**config.mk**
```make
export PLATFORM = sky130hd
export DESIGN_NAME = stopwatch_ctrl
export DESIGN_NICKNAME = d
export VERILOG_FILES = /design/src/rtl/stopwatch_pkg.sv /design/src/rtl/bcd_mod_counter.sv /design/src/rtl/stopwatch_ctrl.sv
export SDC_FILE = /design/constraint.sdc
export NUM_CORES = 1
export LEC_CHECK = 0
export BUFFER_PORTS_ARGS = -buffer_cell sky130_fd_sc_hd__clkbuf_2
export CELL_PAD_IN_SITES_DETAIL_PLACEMENT = 0
export CELL_PAD_IN_SITES_GLOBAL_PLACEMENT = 1
export CORE_AREA = 2 2 73 75
export CTS_CLUSTER_SIZE = 20
export DETAILED_ROUTE_END_ITERATION = 8
export DIE_AREA = 0 0 75 77
export GPL_TIMING_DRIVEN = 0
export PLACE_DENSITY = 0.79
export SLEW_MARGIN = 15
export SYNTH_ARGS = -nofsm -noshare
export SYNTH_HDL_FRONTEND = slang
export SYNTH_SLANG_ARGS = --single-unit
```
**constraint.sdc**
```tcl
create_clock -name sclk -period 6 [get_ports sclk]
set_input_delay 0.6 -clock sclk [delete_from_list [all_inputs] [get_ports sclk]]
set_output_delay 0.6 -clock sclk [all_outputs]
set_load 0.03 [all_outputs]
```
**src/rtl/stopwatch_pkg.sv**
```systemverilog
// rtl/stopwatch_pkg.sv - shared types and constants for the stopwatch controller
//
// Contents:
//   state_t   : controller state (pause / run / adjust)
//   DIG_*     : scan index of each display digit, [3] = minute tens ... [0] = second ones

package stopwatch_pkg;

    typedef enum logic [1:0] {
        ST_PAUSE = 2'd0,
        ST_RUN   = 2'd1,
        ST_ADJ   = 2'd2
    } state_t;

    localparam logic [1:0] DIG_MIN_T = 2'd3;
    localparam logic [1:0] DIG_MIN_O = 2'd2;
    localparam logic [1:0] DIG_SEC_T = 2'd1;
    localparam logic [1:0] DIG_SEC_O = 2'd0;

endpackage

```
**src/rtl/bcd_mod_counter.sv**
```systemverilog
// rtl/bcd_mod_counter.sv - two-digit BCD counter modulo MAX+1 with clear and wrap pulse
//
// Ports:
//   sclk  in   clock, rising edge
//   rst   in   synchronous active-high reset
//   inc   in   increment enable (one cycle)
//   clr   in   synchronous clear to 00, wins over inc
//   value out  {tens, ones} BCD count, registered
//   wrap  out  combinational: this cycle's increment takes the count MAX -> 00

module bcd_mod_counter #(
    parameter int unsigned MAX = 59
) (
    input  logic       sclk,
    input  logic       rst,
    input  logic       inc,
    input  logic       clr,
    output logic [7:0] value,
    output logic       wrap
);

    localparam logic [3:0] MAX_T = 4'(MAX / 10);
    localparam logic [3:0] MAX_O = 4'(MAX % 10);

    logic [3:0] tens;
    logic [3:0] ones;
    logic       at_max;

    assign value  = {tens, ones};
    assign at_max = (tens == MAX_T) && (ones == MAX_O);
    // A clear in the same cycle suppresses the carry so the next field is not bumped.
    assign wrap   = inc && at_max && !clr;

    always_ff @(posedge sclk) begin
        if (rst || clr) begin
            tens <= 4'd0;
            ones <= 4'd0;
        end else if (inc) begin
            if (at_max) begin
                tens <= 4'd0;
                ones <= 4'd0;
            end else if (ones == 4'd9) begin
                tens <= tens + 4'd1;
                ones <= 4'd0;
            end else begin
                ones <= ones + 4'd1;
            end
        end
    end

endmodule

```
**src/rtl/stopwatch_ctrl.sv**
```systemverilog
// rtl/stopwatch_ctrl.sv - stopwatch run/pause/adjust sequencer, MM:SS counters and digit scan
//
// Ports:
//   sclk, rst        clock and synchronous active-high reset
//   tick_1hz         count enable in RUN
//   tick_2hz         adjust increment in ADJ, blink toggle in every state
//   tick_400hz       digit scan advance
//   btn_pause        press pulse, toggles the saved run flag
//   btn_reset        press pulse, clears MM:SS
//   sw_adj, sw_sel   adjust mode level; field select (0 = minutes, 1 = seconds)
//   min_bcd, sec_bcd {tens, ones} BCD time
//   digit_val        BCD value of the scanned digit for the shared decoder
//   anode            digit enables, [3] = minute tens ... [0] = second ones
//   running          saved run flag

module stopwatch_ctrl
    import stopwatch_pkg::*;
#(
    parameter int unsigned MIN_MAX       = 59,
    parameter int unsigned SEC_MAX       = 59,
    parameter bit          AN_ACTIVE_LOW = 1'b1
) (
    input  logic       sclk,
    input  logic       rst,
    input  logic       tick_1hz,
    input  logic       tick_2hz,
    input  logic       tick_400hz,
    input  logic       btn_pause,
    input  logic       btn_reset,
    input  logic       sw_adj,
    input  logic       sw_sel,
    output logic [7:0] min_bcd,
    output logic [7:0] sec_bcd,
    output logic [3:0] digit_val,
    output logic [3:0] anode,
    output logic       running
);

    localparam logic [3:0] AN_OFF = AN_ACTIVE_LOW ? 4'b1111 : 4'b0000;

    state_t     state;
    state_t     state_next;
    logic       run_flag_next;
    logic       blink_phase;
    logic [1:0] scan_idx;

    logic       sec_inc;
    logic       adj_min_inc;
    logic       min_inc;
    logic       sec_wrap;
    logic       min_wrap_unused;

    logic [3:0] scan_digit;
    logic       blank;
    logic [3:0] an_on;
    logic [3:0] anode_next;

    // ---------------- counters ----------------
    bcd_mod_counter #(.MAX(SEC_MAX)) u_sec (
        .sclk  (sclk),
        .rst   (rst),
        .inc   (sec_inc),
        .clr   (btn_reset),
        .value (sec_bcd),
        .wrap  (sec_wrap)
    );

    // Minutes roll 59 -> 00 on their own; nothing beyond minutes consumes the carry.
    bcd_mod_counter #(.MAX(MIN_MAX)) u_min (
        .sclk  (sclk),
        .rst   (rst),
        .inc   (min_inc),
        .clr   (btn_reset),
        .value (min_bcd),
        .wrap  (min_wrap_unused)
    );

    // Kept out of the FSM block so the seconds carry does not loop back into it.
    assign min_inc = (state == ST_RUN) ? sec_wrap : adj_min_inc;

    // ---------------- FSM ----------------
    always_ff @(posedge sclk) begin
        if (rst) begin
            state   <= ST_PAUSE;
            running <= 1'b0;
        end else begin
            state   <= state_next;
            running <= run_flag_next;
        end
    end

    always_comb begin
        // The run flag toggles on every press; outside ADJ the state simply follows it,
        // inside ADJ it is only remembered for when the switch is released.
        run_flag_next = running ^ btn_pause;
        state_next    = run_flag_next ? ST_RUN : ST_PAUSE;
        sec_inc       = 1'b0;
        adj_min_inc   = 1'b0;
        if (sw_adj) begin
            state_next = ST_ADJ;
        end
        case (state)
            ST_RUN: begin
                sec_inc = tick_1hz;
            end
            ST_ADJ: begin
                sec_inc     = tick_2hz && sw_sel;
                adj_min_inc = tick_2hz && !sw_sel;
            end
            default: begin
            end
        endcase
    end

    // ---------------- digit scan ----------------
    always_comb begin
        scan_digit = 4'd0;
        case (scan_idx)
            DIG_MIN_T: scan_digit = min_bcd[7:4];
            DIG_MIN_O: scan_digit = min_bcd[3:0];
            DIG_SEC_T: scan_digit = sec_bcd[7:4];
            DIG_SEC_O: scan_digit = sec_bcd[3:0];
            default:   scan_digit = 4'd0;
        endcase
    end

    // Index bit 1 set means a minute digit; blank the selected field on the blink phase.
    assign blank      = (state == ST_ADJ) && blink_phase && (scan_idx[1] == !sw_sel);
    assign an_on      = blank ? 4'b0000 : (4'b0001 << scan_idx);
    assign anode_next = AN_ACTIVE_LOW ? ~an_on : an_on;

    always_ff @(posedge sclk) begin
        if (rst) begin
            blink_phase <= 1'b0;
            scan_idx    <= DIG_MIN_T;
            digit_val   <= 4'd0;
            anode       <= AN_OFF;
        end else begin
            if (tick_2hz) begin
                blink_phase <= !blink_phase;
            end
            // The digit shown is the one the index pointed at on the tick; the index
            // then moves on to the next digit.
            if (tick_400hz) begin
                digit_val <= scan_digit;
                anode     <= anode_next;
                scan_idx  <= scan_idx - 2'd1;
            end
        end
    end

endmodule
```
==> summary.txt, run 1 <==
Yosys
  – Area contributors post-synth: dfxtp_1 36%, ha_1 12%, mux2i_1 5.4%, nor2_1 5.4%, a21oi_1 4.5%
  – Post-synth top area share: 35.90%
  – Synth Register Bits: 30
  – Distinct cells, synth: 40
  – Netlist Area Pre-Place: 1673 um^2
  – Register area share after synthesis: 35.90%
  – Post-Synth XOR/XNOR Area: 2.094%
  – Net Count, Synth: 217
  – Async SR Flop Fraction: 0%
  – Top FF cell, synth: dfxtp_1
  – Compound-cell area share of the yosys netlist: 15.41%
  – Post-synthesis mux area share: 5.385%
  – EDFF count, synth: 0
  – Synth Area per Inst: 8.713 um^2
  – Simple-Gate Fraction of Synth Area: 25.58%
  – Synth Instances: 192
  – Post-synthesis adder-cell area fraction: 11.97%
  – Yosys warnings: 0
  – Synth area leader: dfxtp_1
  – Largest family of logic cells by synthesized area: simple AND/OR/NAND/NOR gates

Final layout
  – Net count, final: 257
  – Area of the multi-input gates: 1011 um^2
  – Fill count: 532
  – Most common cell after layout, fill and taps aside: clkbuf_2
  – Register Area: 600.6 um^2
  – Fraction of final layout cells sized beyond drive strength 1: 23.18%
  – N_diodes: 0
  – Area growth from synthesis to layout: 21.62%
  – Commonest non-fill, non-tap cells in the layout: 33 x clkbuf_2, 30 x dfxtp_1, 24 x nor2_1

CTS
  – Clk_lat worst skew: 0.29 ns
  – CTS tree: built
  – Post-CTS Hold Fix Bufs: 0
  – CTS Buf Count: 5
  – H-tree depth: 2
  – Postcts setup bufs: 0
  – Clock Pin Slew Worst Setup and Hold Paths: 0.07 ns
  – Post-CTS sizing: 0
  – Clock Tree Buf Depth: 2
  – Clk root buf: clkbuf_8
  – Clk sink count: 30

Placed design
  – IO buf count: 33
  – Final GP Congestion: 0.7743
  – DP Wirelength: 2903 um

STA
  – Max_slew headroom: 51.26%
  – Setup TNS: 0 ns
  – Final-report hold violation count: 0
  – Final setup viols: 0
  – Max-slew violations: 0
  – RSZ-0062 raised after global routing: false
  – Peak Freq: 475.1 MHz
  – Crit share post-route: 35.08%
  – Crit path time final: 2.105 ns
  – Final Skew: 0.006925 ns
  – Min Hold Slack: 0.4878 ns
  – Least-Margin Pin Slew: 0.7212 ns

Global routing
  – Initial antenna violation count: 0
  – Vias in the first global route: 1,382
  – Busiest grt layer: met2
  – GRT overflow: 0
  – First-pass GRT wire length: 6375 um
  – GRT met1 Usage: 18.71%
  – GR Layer Usage met2: 21.49%
  – Met3 Use GR: 4.468%
  – Largest net degree at the start of global routing: 11
  – Gr usage total: 14.24%

Floorplanning
  – Ports: 34
  – Core area: 4977 um^2
  – Rows: 26
  – Die Y: 77 um
  – Die X: 75 um
  – Initial Util: 33.61%
  – Total die area: 5775 um^2

Drt
  – Total Routed Length: 3836 um
  – Via count: 1,468
  – DR pass1 iterations: 5
  – Vias per cell: 4.845
  – Post-route ant nets: 0
  – Starting DRT DRC Count: 101
  – DRC viols: 0
  – Routed len/inst: 12.66 um

Pwr
  – Net switching power: 110.5 uW
  – Power Total: 453.1 uW
  – Int Power: 342.6 uW
  – Power share of the combinational group: 9.2%
  – Leakage power: 0.8475 nW
  – Worst VDD drop: 0.09679 mV
  – Power density cells: 222.7 nW/um^2
  – Clock Power Share: 44.7%
  – Seq pwr share: 46.1%
  – Sw Ratio: 24.39%

Critical path
  – Worst R2R Path Depth: 6
  – Crit path DAT: 2.32 ns
  – R2R setup slack: 3.90 ns
  – RR Startpoint: state[0]
  – Startpoint class of the critical path: flop
  – CP endpoint kind: flop
  – Setup crit start: state[0]
  – CP max FO: 7
  – Worst Path Class, Setup: reg2reg
  – Reg2reg end: u_min.tens[3]
  – CP required: 6.22 ns

Worst hold path
  – Worst hold path depth: 2
  – Worst Hold Class: in2reg
  – Origin of the worst min-delay path: sw_adj
  – Worst Hold Path EP: state[0]

Outcome
  – Run status: completed

Run
  – Maxcap violations: 0
==> how the worst max path moves through the flow <==
stage | endpoint | slack, ns
CTS | u_min.tens[3] | 3.88
global route | u_min.tens[3] | 3.83
detailed placement | u_min.tens[3] | 3.89
finish | u_min.tens[3] | 3.90
floorplan | u_min.tens[3] | 4.03
global placement | u_min.tens[3] | 3.93
==> sequential cells by signal, summed over array words and instances (netlist names) <==
register,cells
anode,4
u_sec.ones,4
u_min.tens,4
running,1
scan_idx,2
digit_val,4
u_min.ones,4
u_sec.tens,4
blink_phase,1
state,2
==> power by group through the flow <==
| stage | Clock (mW) | Sequential, mW | Combinational, mW |
|---|---|---|---|
| 2_1_floorplan | 0 | 0.217 | 0.0255 |
| 3_3_place_gp | 0 | 0.213 | 0.0419 |
| 3_5_place_dp | 0 | 0.213 | 0.0420 |
| 4_1_cts | 0.209 | 0.209 | 0.0423 |
| 5_1_grt | 0.216 | 0.209 | 0.0467 |
| 6_report | 0.203 | 0.209 | 0.0417 |
==> cell type report <==
class	instances	share of cell area [%]
multi-input cells	146	49.69
flip-flops and latches	30	29.52
repair buffers	33	8.118
well taps	70	4.305
clock buffers	5	3.383
clock inverters	3	1.968
inverters	10	1.845
plain buffers	6	1.169
==> per-stage QoR <==
stage | setup slack (ns) | utilization, % | cells | instance area (um^2)
3_5_place_dp | 3.894 | 38.69 | 295 | 1926
5_1_grt | 3.825 | 40.87 | 303 | 2034
3_3_place_gp | 3.928 | 38.69 | 295 | 1926
2_1_floorplan | 4.032 | - | 192 | 1673
4_1_cts | 3.881 | 40.87 | 303 | 2034
6_report | 3.895 | 40.87 | 303 | 2034
==> cells in the mapped netlist, drive strengths merged, types with 3 or more instances <==
library cell  number
mux2i              9
xnor2              3
clkbuf             4
o21ai             16
or2                5
nand3              5
a21oi             16
dfxtp             30
or3                4
ha                16
a222oi             4
inv               10
nor2b              3
and3b              3
nor2              24
nand2             15
==> per-layer routing <==
| layer | up-vias | wire [um] |
|---|---|---|
| li1 | 754 | - |
| met1 | 671 | 1851 |
| met2 | 37 | 1709 |
| met3 | 6 | 217 |
| met4 | 0 | 58 |
| met5 | - | 0 |
==> kinds of logic after synthesis <==
| logic type | Yosys count |
|---|---|
| and+or+nand+nor | 74 |
| buffers and inverters | 16 |
| DFF | 30 |
| muxes | 9 |
| AOI/OAI and AO/OA | 43 |
| xor gates and xnor gates | 4 |
| adders and majority gates | 16 |
==> critical path, stage by stage (launching register included) <==
cell	delay, ns
dfxtp_1	0.34
inv_1	0.06
ha_1	0.35
nand4bb_4	0.32
or4b_4	0.60
a21oi_2	0.17
mux2i_1	0.19
(Power assumes the default switching activity.)
==> run 2: changes to the inputs <==
clock period = 2.16 ns   (was 6 ns; I/O delays follow)
==> summary.txt, run 2 (synthesis results as in run 1) <==
Outcome
  – Run status: completed

Pwr
  – Power Total: 1.259 mW (+180%)
  – Sw Ratio: 24.40% (about the same)
  – Int Power: 952.1 uW (+180%)
  – Power density cells: 619.0 nW/um^2 (+180%)
  – Worst VDD drop: 0.2691 mV (+180%)
  – Power share of the combinational group: 9.2% (about the same)
  – Clock Power Share: 44.7% (about the same)
  – Leakage power: 0.8485 nW (+0.12%)
  – Net switching power: 307.2 uW (+180%)
  – Seq pwr share: 46.1% (about the same)

CTS
  – Post-CTS Hold Fix Bufs: 0 (unchanged)
  – Clk_lat worst skew: 0.29 ns (about the same)
  – Postcts setup bufs: 0 (unchanged)
  – Post-CTS sizing: 0 (unchanged)
  – CTS Buf Count: 5 (unchanged)
  – CTS tree: built
  – Clock Tree Buf Depth: 2 (unchanged)
  – Clock Pin Slew Worst Setup and Hold Paths: 0.07 ns (about the same)
  – Clk root buf: clkbuf_8
  – H-tree depth: 2 (unchanged)
  – Clk sink count: 30 (unchanged)

STA
  – Setup TNS: 0 ns (unchanged)
  – Max-slew violations: 0 (unchanged)
  – Worst setup margin: 0.08839 ns (-3.807 ns)
  – Final-report hold violation count: 0 (unchanged)
  – Crit share post-route: 95.91% (+61 points)
  – Least-Margin Pin Slew: 0.7212 ns (unchanged)
  – Crit path time final: 2.072 ns (-0.03307 ns)
  – Final Skew: 0.006827 ns (-0.00009784 ns)
  – RSZ-0062 raised after global routing: false
  – Final setup viols: 0 (unchanged)
  – Peak Freq: 482.7 MHz (+1.6%)
  – Max_slew headroom: 51.26% (unchanged)

Drt
  – Total Routed Length: 3840 um (+0.10%)
  – DR pass1 iterations: 5 (unchanged)
  – DRC viols: 0 (unchanged)
  – Post-route ant nets: 0 (unchanged)
  – Routed len/inst: 12.67 um (+0.10%)
  – Via count: 1,465 (-0.20%)
  – Vias per cell: 4.835 (-0.20%)
  – Starting DRT DRC Count: 102 (+0.99%)

Critical path
  – Startpoint class of the critical path: flop
  – Slowest Stage Delay on Critical Path: 0.60 ns (about the same)
  – Worst path depth: 6 (unchanged)
  – Worst R2R Path Depth: 6 (unchanged)
  – Crit-path leading delay family: simple AND/OR/NAND/NOR gates
  – R2R setup slack: 0.09 ns (-3.81 ns)
  – CP max FO: 7 (unchanged)
  – Worst Path Class, Setup: reg2reg
  – RR Startpoint: state[0]
  – Crit path DAT: 2.29 ns (-0.03 ns)
  – Worst-path cell chain: inv_1 -> ha_1 -> nand4bb_4 -> or4b_4 -> a21oi_2 -> mux2i_1
  – Slowest CP cell: or4b_4
  – CP endpoint kind: flop
  – Reg2reg end: u_min.tens[3]
  – CP required: 2.38 ns (-3.84 ns)
  – Buffers & Inverters on Critical Path: 1 (unchanged)

Floorplanning
  – Ports: 34 (unchanged)
  – Die Y: 77 um (unchanged)
  – Core area: 4977 um^2 (unchanged)
  – Initial Util: 33.61% (unchanged)
  – Die X: 75 um (unchanged)
  – Total die area: 5775 um^2 (unchanged)
  – Rows: 26 (unchanged)

Final layout
  – Post-route cell area: 2034 um^2 (unchanged)
  – Net count, final: 257 (unchanged)
  – Commonest non-fill, non-tap cells in the layout: 33 x clkbuf_2, 30 x dfxtp_1, 24 x nor2_1
  – Fraction of final layout cells sized beyond drive strength 1: 23.18% (unchanged)
  – Most common cell after layout, fill and taps aside: clkbuf_2
  – Area growth from synthesis to layout: 21.62% (unchanged)
  – N_diodes: 0 (unchanged)

Worst hold path
  – Worst Hold Path EP: state[0]
  – Origin of the worst min-delay path: sw_adj
  – Worst hold path depth: 2 (unchanged)
  – Worst Hold Class: in2reg

Run
  – Maxcap violations: 0 (unchanged)

Placed design
  – Worst slack at placement: 0.05442 ns (-3.840 ns)
  – Instance area at placement: 1926 um^2 (unchanged)
  – DP Wirelength: 2903 um (unchanged)
  – IO buf count: 33 (unchanged)
  – Final GP Congestion: 0.7743 (unchanged)

Global routing
  – GRT overflow: 0 (unchanged)
  – Gr usage total: 14.24% (unchanged)
  – Vias in the first global route: 1,382 (unchanged)
  – Largest net degree at the start of global routing: 11 (unchanged)
  – First-pass GRT wire length: 6375 um (unchanged)
  – Initial antenna violation count: 0 (unchanged)
run 2: cell counts in the layout (fill, tap and decap cells not counted):
No cell type changed its count.
run 2: worst register-to-register path: stages, from the launching register on:
cell       delay (ns)
dfxtp_1          0.34
inv_1            0.06
ha_1             0.35
nand4bb_4        0.28
or4b_4           0.60
a21oi_2          0.18
mux2i_1          0.19
run 2: worst max path at each step:
stage | start | slack (ns) | endpoint
finish | state[0] | 0.09 | u_min.tens[3]
detailed placement | state[0] | 0.05 | u_min.tens[3]
global placement | state[0] | 0.09 | u_min.tens[3]
floorplan | u_sec.ones[0] | 0.19 | u_min.tens[3]
CTS | state[0] | 0.04 | u_min.tens[3]
global route | state[0] | 0.02 | u_min.tens[3]
run 2: power groups by stage:
stage	logic (mW)	registers, mW	clock network (mW)
floorplan	0.0708	0.602	0
global placement	0.116	0.592	0
detailed placement	0.117	0.592	0
CTS	0.117	0.580	0.581
global route	0.130	0.582	0.601
finish	0.116	0.580	0.563
run 2: routing by layer:
metal,global-route usage (%),vias up,wire (um)
met5,0,-,0
met4,5.357,0,58
met3,4.468,6,215
met2,21.49,35,1703
met1,18.71,670,1862
li1,-,754,-
run 2: area by class of cell:
type                            count  area [um^2]
Buffer                              6        23.77
Clock buffer                        5        68.82
Clock inverter                      3        40.04
Fill cell                         532         2943
Inverter                           10        37.54
Multi-Input combinational cell    146         1011
Sequential cell                    30        600.6
Tap cell                           70        87.58
Timing Repair Buffer               33        165.2
run 2: per-stage QoR:
| stage | hold WS (ns) | instances | utilization (%) |
|---|---|---|---|
| detailed placement | 0.3999 | 295 | 38.69 |
| CTS | 0.09519 | 303 | 40.87 |
| floorplan | 0.2876 | 192 | - |
| global placement | 0.3992 | 295 | 38.69 |
| finish | 0.1039 | 303 | 40.87 |
| global route | 0.1135 | 303 | 40.87 |
